<file path="config.mk">
export PLATFORM = sky130hd
export DESIGN_NAME = apb_master_bridge
export DESIGN_NICKNAME = d
export VERILOG_FILES = /design/src/rtl/apb_pkg.sv /design/src/rtl/apb_wait_timer.sv /design/src/rtl/apb_master_bridge.sv
export SDC_FILE = /design/constraint.sdc
export NUM_CORES = 1
export LEC_CHECK = 0
export CORE_UTILIZATION = 40
export CTS_BUF_LIST = sky130_fd_sc_hd__clkbuf_2
export CTS_CLUSTER_DIAMETER = 40
export DETAILED_ROUTE_END_ITERATION = 8
export PLACE_DENSITY = 0.78
export SYNTH_ARGS = -nofsm -noshare
export SYNTH_HDL_FRONTEND = slang
export SYNTH_HIERARCHICAL = 1
export SYNTH_SLANG_ARGS = --single-unit
</file>
<file path="constraint.sdc">
create_clock -name pclk -period 1.8 [get_ports pclk]
set_input_delay 0.36 -clock pclk [delete_from_list [all_inputs] [get_ports pclk]]
set_output_delay 0.36 -clock pclk [all_outputs]
set_load 0.03 [all_outputs]
</file>
<file path="src/rtl/apb_pkg.sv">
// Shared definitions for the APB requester: FSM states, default bus widths
// and the wait-counter width helper.
package apb_pkg;

   typedef enum logic [1:0] {
      IDLE   = 2'd0,
      SETUP  = 2'd1,
      ACCESS = 2'd2
   } state_t;

   localparam int unsigned DEF_ADDR_W = 8;
   localparam int unsigned DEF_DATA_W = 8;

   // Bits needed to count 0..t, never less than one bit.
   function automatic int unsigned cnt_width(input int unsigned t);
      return (t < 2) ? 1 : $clog2(t + 1);
   endfunction

endpackage

</file>
<file path="src/rtl/apb_wait_timer.sv">
// Wait-state counter for the ACCESS phase. Flags expiry when the current
// stalled cycle is the TIMEOUT-th consecutive one; TIMEOUT=0 never expires.
module apb_wait_timer
   import apb_pkg::*;
#(
   parameter int unsigned TIMEOUT = 16
) (
   input  logic clk,
   input  logic rst_n,
   input  logic clear,
   input  logic enable,
   output logic expired
);

   localparam int unsigned W = cnt_width(TIMEOUT);
   localparam logic [W-1:0] LAST = W'((TIMEOUT == 0) ? 0 : TIMEOUT - 1);

   logic [W-1:0] count;

   // Count stalled ACCESS cycles; restart at the beginning of each transfer.
   always_ff @(posedge clk or negedge rst_n) begin
      if (!rst_n)      count <= '0;
      else if (clear)  count <= '0;
      else if (enable) count <= count + W'(1);
   end

   // Expiry is judged on the count before this cycle's increment.
   always_comb begin
      expired = 1'b0;
      if (TIMEOUT != 0) expired = (count == LAST);
   end

endmodule

</file>
<file path="src/rtl/apb_master_bridge.sv">
// APB requester: turns a valid/ready command into one SETUP/ACCESS transfer
// and returns a single-cycle response with read data, error and timeout.
module apb_master_bridge
   import apb_pkg::*;
#(
   parameter int unsigned ADDR_W  = DEF_ADDR_W,
   parameter int unsigned DATA_W  = DEF_DATA_W,
   parameter int unsigned TIMEOUT = 16
) (
   input  logic              pclk,
   input  logic              preset_n,
   input  logic              cmd_valid,
   output logic              cmd_ready,
   input  logic              cmd_write,
   input  logic [ADDR_W-1:0] cmd_addr,
   input  logic [DATA_W-1:0] cmd_wdata,
   output logic              rsp_valid,
   output logic [DATA_W-1:0] rsp_rdata,
   output logic              rsp_err,
   output logic              rsp_timeout,
   output logic              psel,
   output logic              penable,
   output logic              pwrite,
   output logic [ADDR_W-1:0] paddr,
   output logic [DATA_W-1:0] pwdata,
   input  logic [DATA_W-1:0] prdata,
   input  logic              pready,
   input  logic              pslverr
);

   state_t state, state_next;
   logic   accept, complete, abort, wait_en, expired;

   apb_wait_timer #(.TIMEOUT(TIMEOUT)) u_timer (
      .clk     (pclk),
      .rst_n   (preset_n),
      .clear   (accept),
      .enable  (wait_en),
      .expired (expired)
   );

   // State register; reset forces IDLE so psel/penable drop at once.
   always_ff @(posedge pclk or negedge preset_n) begin
      if (!preset_n) state <= IDLE;
      else           state <= state_next;
   end

   // Next-state logic and state-decoded handshake/bus controls.
   always_comb begin
      state_next = state;
      cmd_ready  = 1'b0;
      psel       = 1'b0;
      penable    = 1'b0;
      accept     = 1'b0;
      complete   = 1'b0;
      abort      = 1'b0;
      wait_en    = 1'b0;
      case (state)
         IDLE: begin
            cmd_ready = 1'b1;
            if (cmd_valid) begin
               accept     = 1'b1;
               state_next = SETUP;
            end
         end
         SETUP: begin
            psel       = 1'b1;
            state_next = ACCESS;
         end
         ACCESS: begin
            psel    = 1'b1;
            penable = 1'b1;
            if (pready) begin
               complete   = 1'b1;
               state_next = IDLE;
            end else begin
               wait_en = 1'b1;
               if (expired) begin
                  abort      = 1'b1;
                  state_next = IDLE;
               end
            end
         end
         default: state_next = IDLE;
      endcase
   end

   // Transfer attributes latched on accept, cleared when the transfer ends;
   // response fields captured at completion or abort and held until the next.
   always_ff @(posedge pclk or negedge preset_n) begin
      if (!preset_n) begin
         pwrite      <= 1'b0;
         paddr       <= '0;
         pwdata      <= '0;
         rsp_valid   <= 1'b0;
         rsp_rdata   <= '0;
         rsp_err     <= 1'b0;
         rsp_timeout <= 1'b0;
      end else begin
         rsp_valid <= complete | abort;
         if (accept) begin
            pwrite <= cmd_write;
            paddr  <= cmd_addr;
            pwdata <= cmd_wdata;
         end else if (complete || abort) begin
            pwrite <= 1'b0;
            paddr  <= '0;
            pwdata <= '0;
         end
         if (complete) begin
            rsp_err     <= pslverr;
            rsp_rdata   <= pwrite ? '0 : prdata;
            rsp_timeout <= 1'b0;
         end else if (abort) begin
            rsp_err     <= 1'b1;
            rsp_rdata   <= '0;
            rsp_timeout <= 1'b1;
         end
      end
   end

endmodule

</file>
### Word-level counts from Yosys, hierarchy flattened

Cells that the tools add are included.

| word-level totals | value |
|---|---|
| bits of input ports | 30 |
| flip-flop bits (word level) | 35 |
| word-level logic and storage cells | 52 |
| output and inout bits | 31 |

| operators by class | value |
|---|---|
| bitwise operators | 1 |
| eq/ne operators | 5 |
| add/subtract/negate cells | 1 |
| mux-type cells | 29 |
| reduce and logical (&&, ||, !) cells | 7 |

Operators by type and width:

| operator | count |
|---|---|
| 2-to-1 mux 8 bit | 6 |
| 2-to-1 mux 1 bit | 17 |
| 2-to-1 mux 5 bit | 2 |
| 2-to-1 mux 2 bit | 3 |
| case mux 2 bit (3 select lines) | 1 |
| nonzero test 2 bit | 3 |
| adder 5 x 1 -> 5 bit (second input constant) | 1 |
| == test 5 x 4 -> 1 bit (second input constant) | 1 |
| != test 3 bit (second input constant) | 1 |
| == test 2 x 1 -> 1 bit (second input constant) | 1 |
| == test 2 bit (second input constant) | 1 |
| zero test 2 bit | 1 |
| != test 2 bit (second input constant) | 1 |
| AND reduction 2 bit | 1 |
| OR reduction 2 bit | 1 |
| logical OR 1 bit | 1 |
| OR 1 bit | 1 |

### Depth between registers and ports, before layout

Gate-level depths: netlist (run 1).

| logic depth | value |
|---|---|
| word-level depth | 7 |
| gate-level depth with buffers | 7 |
| mapped depth without buffers | 6 |

### Modules after synthesis

Netlist (run 1), hierarchy kept.

By module, submodules not included:

| module | area each (µm²) | times used | seq. area each (µm²) | cells an instance |
|---|---|---|---|---|
| apb_master_bridge | 1241.2 | 1 | 750.7 | 86 |
| apb_wait_timer | 270.3 | 1 | 125.1 | 23 |

### Worst setup path before layout (run 1)

No wires, ideal clock.

| timing | value |
|---|---|
| path kind | reg-to-reg |
| start point | register state[0] |
| end point | register u_timer.count[3] |
| data required time | 1.675 ns |
| stages on the path, launching flop included | 8 |
| setup time | 0.125 ns |
| arrival time | 2.013 ns |
| path slack | -0.338 ns |
| period minus slack after synthesis | 2.138 ns |
| buffers on the path | 2 |
| cell sequence | dfrtp_1 > inv_1 > ha_1 > and2_2 > buf_4 > buf_1 > and2b_1 > mux2_4 |

| between the ends | value |
|---|---|
| word-level cells in the longest chain between the ends | 3 |
| elaborated cells between the ends (all ways) | 6 |
| those cells by class | eq/ne (1); mux (3); reduce/logical (2) |

RTL lines:

| element | RTL line | source |
|---|---|---|
| start, declared | apb_master_bridge.sv:31 | `state_t state, state_next;` |
| start signal, assigned | apb_master_bridge.sv:45 | `else state <= state_next;` |
| zero test 2 bit (*) | apb_master_bridge.sv:58 | `case (state)` |
| 2-to-1 mux 1 bit (*) | apb_master_bridge.sv:58 |  |
| via accept | apb_master_bridge.sv:32 | `logic accept, complete, abort, wait_en, expired;` |
| 2-to-1 mux 5 bit or nonzero test 2 bit (tied branches) | n/a |  |
| end signal, assigned | apb_wait_timer.sv:24 | `else if (enable) count <= count + W'(1);` |
| end, declared | apb_wait_timer.sv:18 | `logic [W-1:0] count;` |

Mark *: on every way through the listed nets, which the timed path passes. The rest lies on a longest branch.
A chain may end at the register's enable or synchronous reset.

### Final worst setup path (run 1)

| timing | value |
|---|---|
| start point | register u_timer.count[0] |
| end point | register pwdata[0] |

| between the ends | value |
|---|---|
| word-level cells in the longest chain between the ends | 6 |

RTL lines:

| element | RTL line | source |
|---|---|---|
| == test 5 x 4 -> 1 bit | apb_wait_timer.sv:30 | `if (TIMEOUT != 0) expired = (count == LAST);` |
| via expired | apb_master_bridge.sv:32 |  |
| 2-to-1 mux 1 bit | apb_master_bridge.sv:78 | `if (expired) begin` |
| 2-to-1 mux 1 bit | apb_master_bridge.sv:73 | `if (pready) begin` |
| 2-to-1 mux 1 bit | apb_master_bridge.sv:58 |  |
| logical OR 1 bit | apb_master_bridge.sv:105 | `end else if (complete \|\| abort) begin` |
| nonzero test 2 bit (no line) | n/a |  |
| end signal, assigned | apb_master_bridge.sv:104 | `pwdata <= cmd_wdata;` |
| end, declared | apb_master_bridge.sv:25 | `output logic [DATA_W-1:0] pwdata,` |

The timed path passes the listed nets, and every way through them passes these cells.

==> results of run 1 <==
==> per-stage QoR <==
| stage | TNS [ns] | instance area (µm²) | util, % | worst slack [ns] |
|---|---|---|---|---|
| 6_report | 0 | 2500 | 72.2 | 0.00454 |
| 5_1_grt | -0.844 | 2500 | 72.2 | -0.0623 |
| 4_1_cts | -0.0416 | 2330 | 67.2 | -0.0107 |
| 3_5_place_dp | -0.0317 | 2250 | 64.9 | -0.0195 |
| 3_3_place_gp | 0 | 2250 | 64.9 | 0.0171 |
| 2_1_floorplan | -0.00716 | 1550 | - | -0.00716 |
==> cell usage in the layout (no fill, tap or decap), types with 3 or more instances in the layout <==
cell type,Yosys,routed
a21oi_1,4,4
a22o_1,8,8
a22o_2,17,5
a22o_4,0,12
buf_4,1,15
clkbuf_2,0,5
clkdlybuf4s50_1,0,29
dfrtp_1,35,35
dlygate4sd2_1,0,28
ha_1,7,3
ha_4,0,3
inv_1,6,4
nor2_1,5,5
==> per-layer routing <==
metal	global-route usage, %	vias to the layer above	share of wire (%)
li1	-	560	-
met1	21.4	570	43
met2	29.3	52	50
met3	5.98	4	6.5
met4	3.41	0	0.63
met5	0	-	0
==> cells by family (layout without fill, tap and decap cells) <==
group / Yosys count / count (layout) / share of synthesized area, %
AND/OR/NAND/NOR: 14 / 14 / 5.88
flip-flops: 35 / 35 / 57.9
buffers and inverters: 12 / 93 / 4.80
adder cells (fa/ha/maj): 7 / 7 / 5.79
multiplexers: 5 / 5 / 3.81
AO/OA/AOI/OAI: 35 / 35 / 21.2
XOR/XNOR: 1 / 1 / 0.580
==> power by group <==
group | internal, mW | leakage (nW) | switching, mW
combinational | 1.18 | 0.754 | 1.31
sequential | 1.12 | 0.445 | 0.211
clock | 0.374 | 0.0492 | 0.268
==> what timing repair did <==
item / 4_1_cts / 5_1_grt
cloned: 0 / 2
resized for setup: 37 / 17
pin swaps: 0 / 3
endpoints found under the setup margin: 39 / 20
setup buffers: 1 / 4
==> flip-flops by register name (all words and copies together) (netlist names) <==
signal         cells
rsp_rdata          8
pwdata             8
pwrite             1
paddr              8
state              2
u_timer/count      5
rsp_timeout        1
rsp_valid          1
rsp_err            1
==> worst max-delay path: stages (launching register included) <==
cell,delay (ns)
dfrtp_1,0.43
ha_2,0.19
and3_4,0.15
ha_4,0.16
and3b_2,0.22
a211oi_4,0.19
buf_6,0.15
clkbuf_16,0.15
a22o_4,0.10
==> cells in the mapped netlist (2+ instances only) <==
| library cell | number |
|---|---|
| a211oi_1 | 2 |
| a21oi_1 | 4 |
| a22o_1 | 8 |
| a22o_2 | 17 |
| buf_6 | 3 |
| dfrtp_1 | 35 |
| ha_1 | 7 |
| inv_1 | 6 |
| mux2_2 | 2 |
| mux2i_1 | 2 |
| nor2_1 | 5 |
==> layout make-up <==
cell class,count,area (µm²)
Multi-Input combinational cell,62,698
Timing Repair Buffer,79,757
Tap cell,46,57.6
Fill cell,258,965
Clock inverter,3,67.6
Clock buffer,5,25.0
Sequential cell,35,876
Inverter,6,22.5
==> final timing paths <==
kind	from	end	cells after the start
min in group pclk	paddr[4]	paddr[4]	1
hold reg to reg	paddr[4]	paddr[4]	1
setup / recovery	u_timer/count[0]	pwdata[0]	8
setup reg to reg	u_timer/count[0]	pwdata[0]	8
max in group asynchronous	preset_n	pwdata[7]	2
hold / removal	preset_n	paddr[1]	2
==> metrics.md, run 1 <==
| Metric | Value |
|---|---|
| Slew headroom | 64.9% |
| Sequential area share after synthesis | 57.9% |
| CTS tree | done |
| Input/output buffers | 60 |
| Detailed Place HPWL | 2330 µm |
| WHS | 0.374 ns |
| Yosys warning count | 6 |
| Number of diodes | 0 |
| Fin cells | 236 |
| Crit end category | flip-flop |
| Synth Cell Area | 1510 µm² |
| Vias after detailed routing | 1186 |
| CTS clock-pin slew for the worst setup and hold paths | 0.19 ns |
| Final period util | 99.7% |
| Post-synthesis instance total | 109 |
| Area Growth Syn to Fin | 65.6% |
| Outcome | completed |
| Ys flop type | dfrtp_1 |
| Critical path peak fanout | 8 |
| GP Congestion | 0.723 |
| Yosys top cell area share | 57.9% |
| Hold Fails Final Rpt | 0 |
| Via/cell ratio | 5.03 |
| Yosys top cell by area | dfrtp_1 |
| Die Y | 63.5 µm |
| Die extent in x | 63.5 µm |
| Core ar. | 3470 µm² |
| Post-synthesis area per instance | 13.9 µm² |
| Max-slew violations | 0 |
| Total Wirelength | 3470 µm |
| Pwr Density | 1780 nW/µm² |
| Layout cell share with drive strength beyond 1 | 33.7% |
| Grt total ovfl | 0 |
| Worst-Skew Late Latency | 0.37 ns |
| Post-synth EDFFs | 0 |
| Post-CTS Hold Buffers | 0 |
| IO Pins | 61 |
| DRC | 0 |
| Sinks on Clock Net | 35 |
| Async SR Flop Fraction | 100% |
| Power after layout | 4.47 mW |
| Clock Skew | 0.0123 ns |
| CTS H-tree depth | 2 |
| CP Launch Type | flip-flop |
| RSZ-0062 raised after global routing | true |
| Routed Antenna Nets | 0 |
| Initial Util | 43.6% |
| Critical Setup Path Class | reg2reg |
| Worst EP required | 2.12 ns |
| Yosys cell types | 29 |
| Measured slew at the worst slew-check pin | 0.524 ns |
| Largest net degree at the start of global routing | 36 |
| Placed cells | 221 |
| Clock Tree Buf Depth | 2 |
| Synth Register Bits | 35 |
| Vias in the first global route | 1205 |
| Initial antenna violation count | 0 |
| Synth Net Count | 146 |
| Reg2reg setup slack | 0.005 ns |
| Routed WL per cell | 14.7 µm |
| Clock tree root driver cell | clkbuf_2 |
| Row cnt | 21 |
| Die ar. | 4030 µm² |
| First-pass GRT wire length | 5360 µm |
| Maximum VDD drop | 0.00110 V |
| Final #Nets | 226 |
| Peak Freq | 557 MHz |
| Synth area leaders | dfrtp_1, a22o_2, ha_1 |
| 1st-pass router iterations | 4 |
| CP Data Arrival Time | 2.12 ns |
| Lkg Pwr | 1.25 nW |
| MaxCap Viol Count | 0 |
| Initial DRC count | 28 |
| Worst hold path class | in2async |
| GRT Total Usage | 17.3% |
| Clock buffer count from CTS | 5 |
| Final setup violation count | 0 |
| Final worst path period need | 1.80 ns |
Note: power is estimated with default switching activity, not from simulation.
==> run 2: changes to the inputs <==
Settings changed: CORE_UTILIZATION 40 to 55, DONT_BUFFER_PORTS from default to 1, PLACE_DENSITY 0.78 to 0.73.
==> metrics.md, run 2 (synthesized netlist as in run 1, its figures left out) <==
| Metric | Value |
|---|---|
| CTS tree | done |
| Lkg Pwr | 0.877 nW |
| 1st-pass router iterations | 4 |
| Slew headroom | 73.2% |
| Most frequent cells in the layout | dfrtp_1, a22o_4, a22o_1, a22o_2, buf_4 |
| Area Growth Syn to Fin | 18.8% |
| Sinks on Clock Net | 35 |
| Vias in the first global route | 931 |
| Max-slew violations | 0 |
| Final #Nets | 159 |
| CTS clock-pin slew for the worst setup and hold paths | 0.19 ns |
| Initial DRC count | 12 |
| Core ar. | 2540 µm² |
| Hold endpoint | rsp_err |
| First-pass GRT wire length | 4060 µm |
| Clock Tree Buf Depth | 2 |
| Measured slew at the worst slew-check pin | 0.402 ns |
| IO Pins | 61 |
| Final period util | 101% |
| Outcome | finished with violations |
| Worst-Skew Late Latency | 0.38 ns |
| Largest regs | paddr: 8 flops, pwdata: 8 flops, rsp_rdata: 8 flops |
| Final setup violation count | 4 |
| GP Congestion | 0.772 |
| Worst hold path class | in2reg |
| WHS | 0.0428 ns |
| Clock Skew | 0.0115 ns |
| Via/cell ratio | 6.14 |
| CP Launch Type | flip-flop |
| Die ar. | 2960 µm² |
| DRC | 0 |
| Layout cell share with drive strength beyond 1 | 42.3% |
| Sw Share | 44.7% |
| GRT Total Usage | 20.5% |
| Critical Setup Path Class | reg2reg |
| Gate power share | 33.6% |
| Reg2reg setup slack | -0.01 ns |
| Row cnt | 18 |
| Clock buffer count from CTS | 5 |
| Vias after detailed routing | 940 |
| Setup_tns | -0.0255 ns |
| Detailed Place HPWL | 1920 µm |
| CP Data Arrival Time | 2.15 ns |
| Critical path peak fanout | 4 |
| MaxCap Viol Count | 0 |
| Worst Reg-to-Reg Cells | 7 |
| Reg-to-reg startpoint | u_timer/count[1] |
| Initial antenna violation count | 0 |
| Clk network pwr share | 13.8% |
| Failing checks | negative setup slack |
| Die Y | 54.4 µm |
| Grt total ovfl | 0 |
| Clock tree root driver cell | clkbuf_2 |
| Worst flop-to-flop path endpoint | pwdata[7] |
| Number of diodes | 0 |
| Hold Fails Final Rpt | 0 |
| CTS H-tree depth | 2 |
| Die extent in x | 54.4 µm |
| Maximum VDD drop | 0.00144 V |
| Switch Pwr | 1.65 mW |
| Largest net degree at the start of global routing | 36 |
| Crit end category | flip-flop |
| Total Wirelength | 2830 µm |
| Worst hold stages | 1 |
| Int Power | 2.03 mW |
| Most common cell after layout, fill and taps aside | dfrtp_1 |
| RSZ-0062 raised after global routing | true |
| Routed Antenna Nets | 0 |
| Input/output buffers | 0 |
| Final worst slack | -0.0142 ns |
| Hold Crit Start | pready |
| Initial Util | 59.4% |
| Pwr Density | 2050 nW/µm² |
| Final worst path period need | 1.81 ns |
| Worst EP required | 2.14 ns |
| Routed WL per cell | 18.5 µm |
| Power after layout | 3.68 mW |
| Peak Freq | 551 MHz |
| Reg power frac | 52.5% |
[run 2: changes by cell type in the layout (fill, tap and decap cells not counted), sizes merged]
| cell | change |
|---|---|
| clkinv | +2 |
| clkbuf | -2 |
| clkdlybuf4s50 | -29 |
| clkinvlp | -1 |
| bufinv | -1 |
| buf | -8 |
| dlygate4sd3 | +1 |
| clkdlybuf4s15 | -1 |
| dlygate4sd2 | -28 |
[run 2: power by group through the flow]
| stage | Sequential (mW) | Combinational, mW | Clock [mW] |
|---|---|---|---|
| floorplan | 1.87 | 0.883 | 0 |
| global placement | 1.93 | 0.991 | 0 |
| detailed placement | 1.93 | 1.03 | 0 |
| CTS | 1.92 | 1.06 | 0.523 |
| global route | 1.99 | 1.35 | 0.550 |
| finish | 1.93 | 1.24 | 0.508 |
[run 2: critical path, cell delays in order, from the launching register on]
cell	delay (ns)
dfrtp_1	0.45
ha_2	0.20
and3_4	0.15
ha_4	0.16
and3b_2	0.23
a211oi_4	0.24
buf_2	0.21
a22o_2	0.14
[run 2: what timing repair did]
item | CTS | global route
resized for setup | 1 | 14
pin swaps | 0 | 5
endpoints found under the hold margin | 35 | 0
setup buffers | 0 | 2
gates cloned | 0 | 1
endpoints found under the setup margin | 2 | 26
hold buffers | 2 | 0
[run 2: final cells by class]
type / count / area, µm²
inverters: 6 / 22.5
clock buffers: 5 / 25.0
flip-flops and latches: 35 / 876
fillers: 176 / 749
well taps: 30 / 37.5
repair buffers: 12 / 110
multi-input cells: 62 / 681
clock inverters: 3 / 43.8
[run 2: worst max path at each step]
| stage | startpoint | endpoint | cells past startpoint |
|---|---|---|---|
| after floorplan | state[0] | u_timer/count[3] | 7 |
| after global placement | u_timer/count[1] | paddr[1] | 7 |
| after detailed placement | u_timer/count[1] | rsp_rdata[4] | 6 |
| after CTS | u_timer/count[1] | paddr[5] | 7 |
| after global routing | u_timer/count[1] | pwdata[7] | 7 |
| final | u_timer/count[1] | pwdata[7] | 7 |
[run 2: metrics by stage]
step / area (µm²) / util, % / setup WS (ns) / instances
6_report: 1800 / 70.6 / -0.0142 / 153
3_3_place_gp: 1580 / 62.2 / 0.0774 / 140
5_1_grt: 1800 / 70.6 / -0.0661 / 153
4_1_cts: 1690 / 66.4 / -0.00959 / 150
2_1_floorplan: 1550 / - / -0.00716 / 109
3_5_place_dp: 1580 / 62.2 / 0.0325 / 140
[run 2: per-layer routing]
metal	routed length (µm)	vias up	global-route usage [%]
met5	0	-	0
met1	1150	469	22.8
li1	-	430	-
met4	57	0	12.8
met2	1460	34	34.6
met3	167	7	5.56
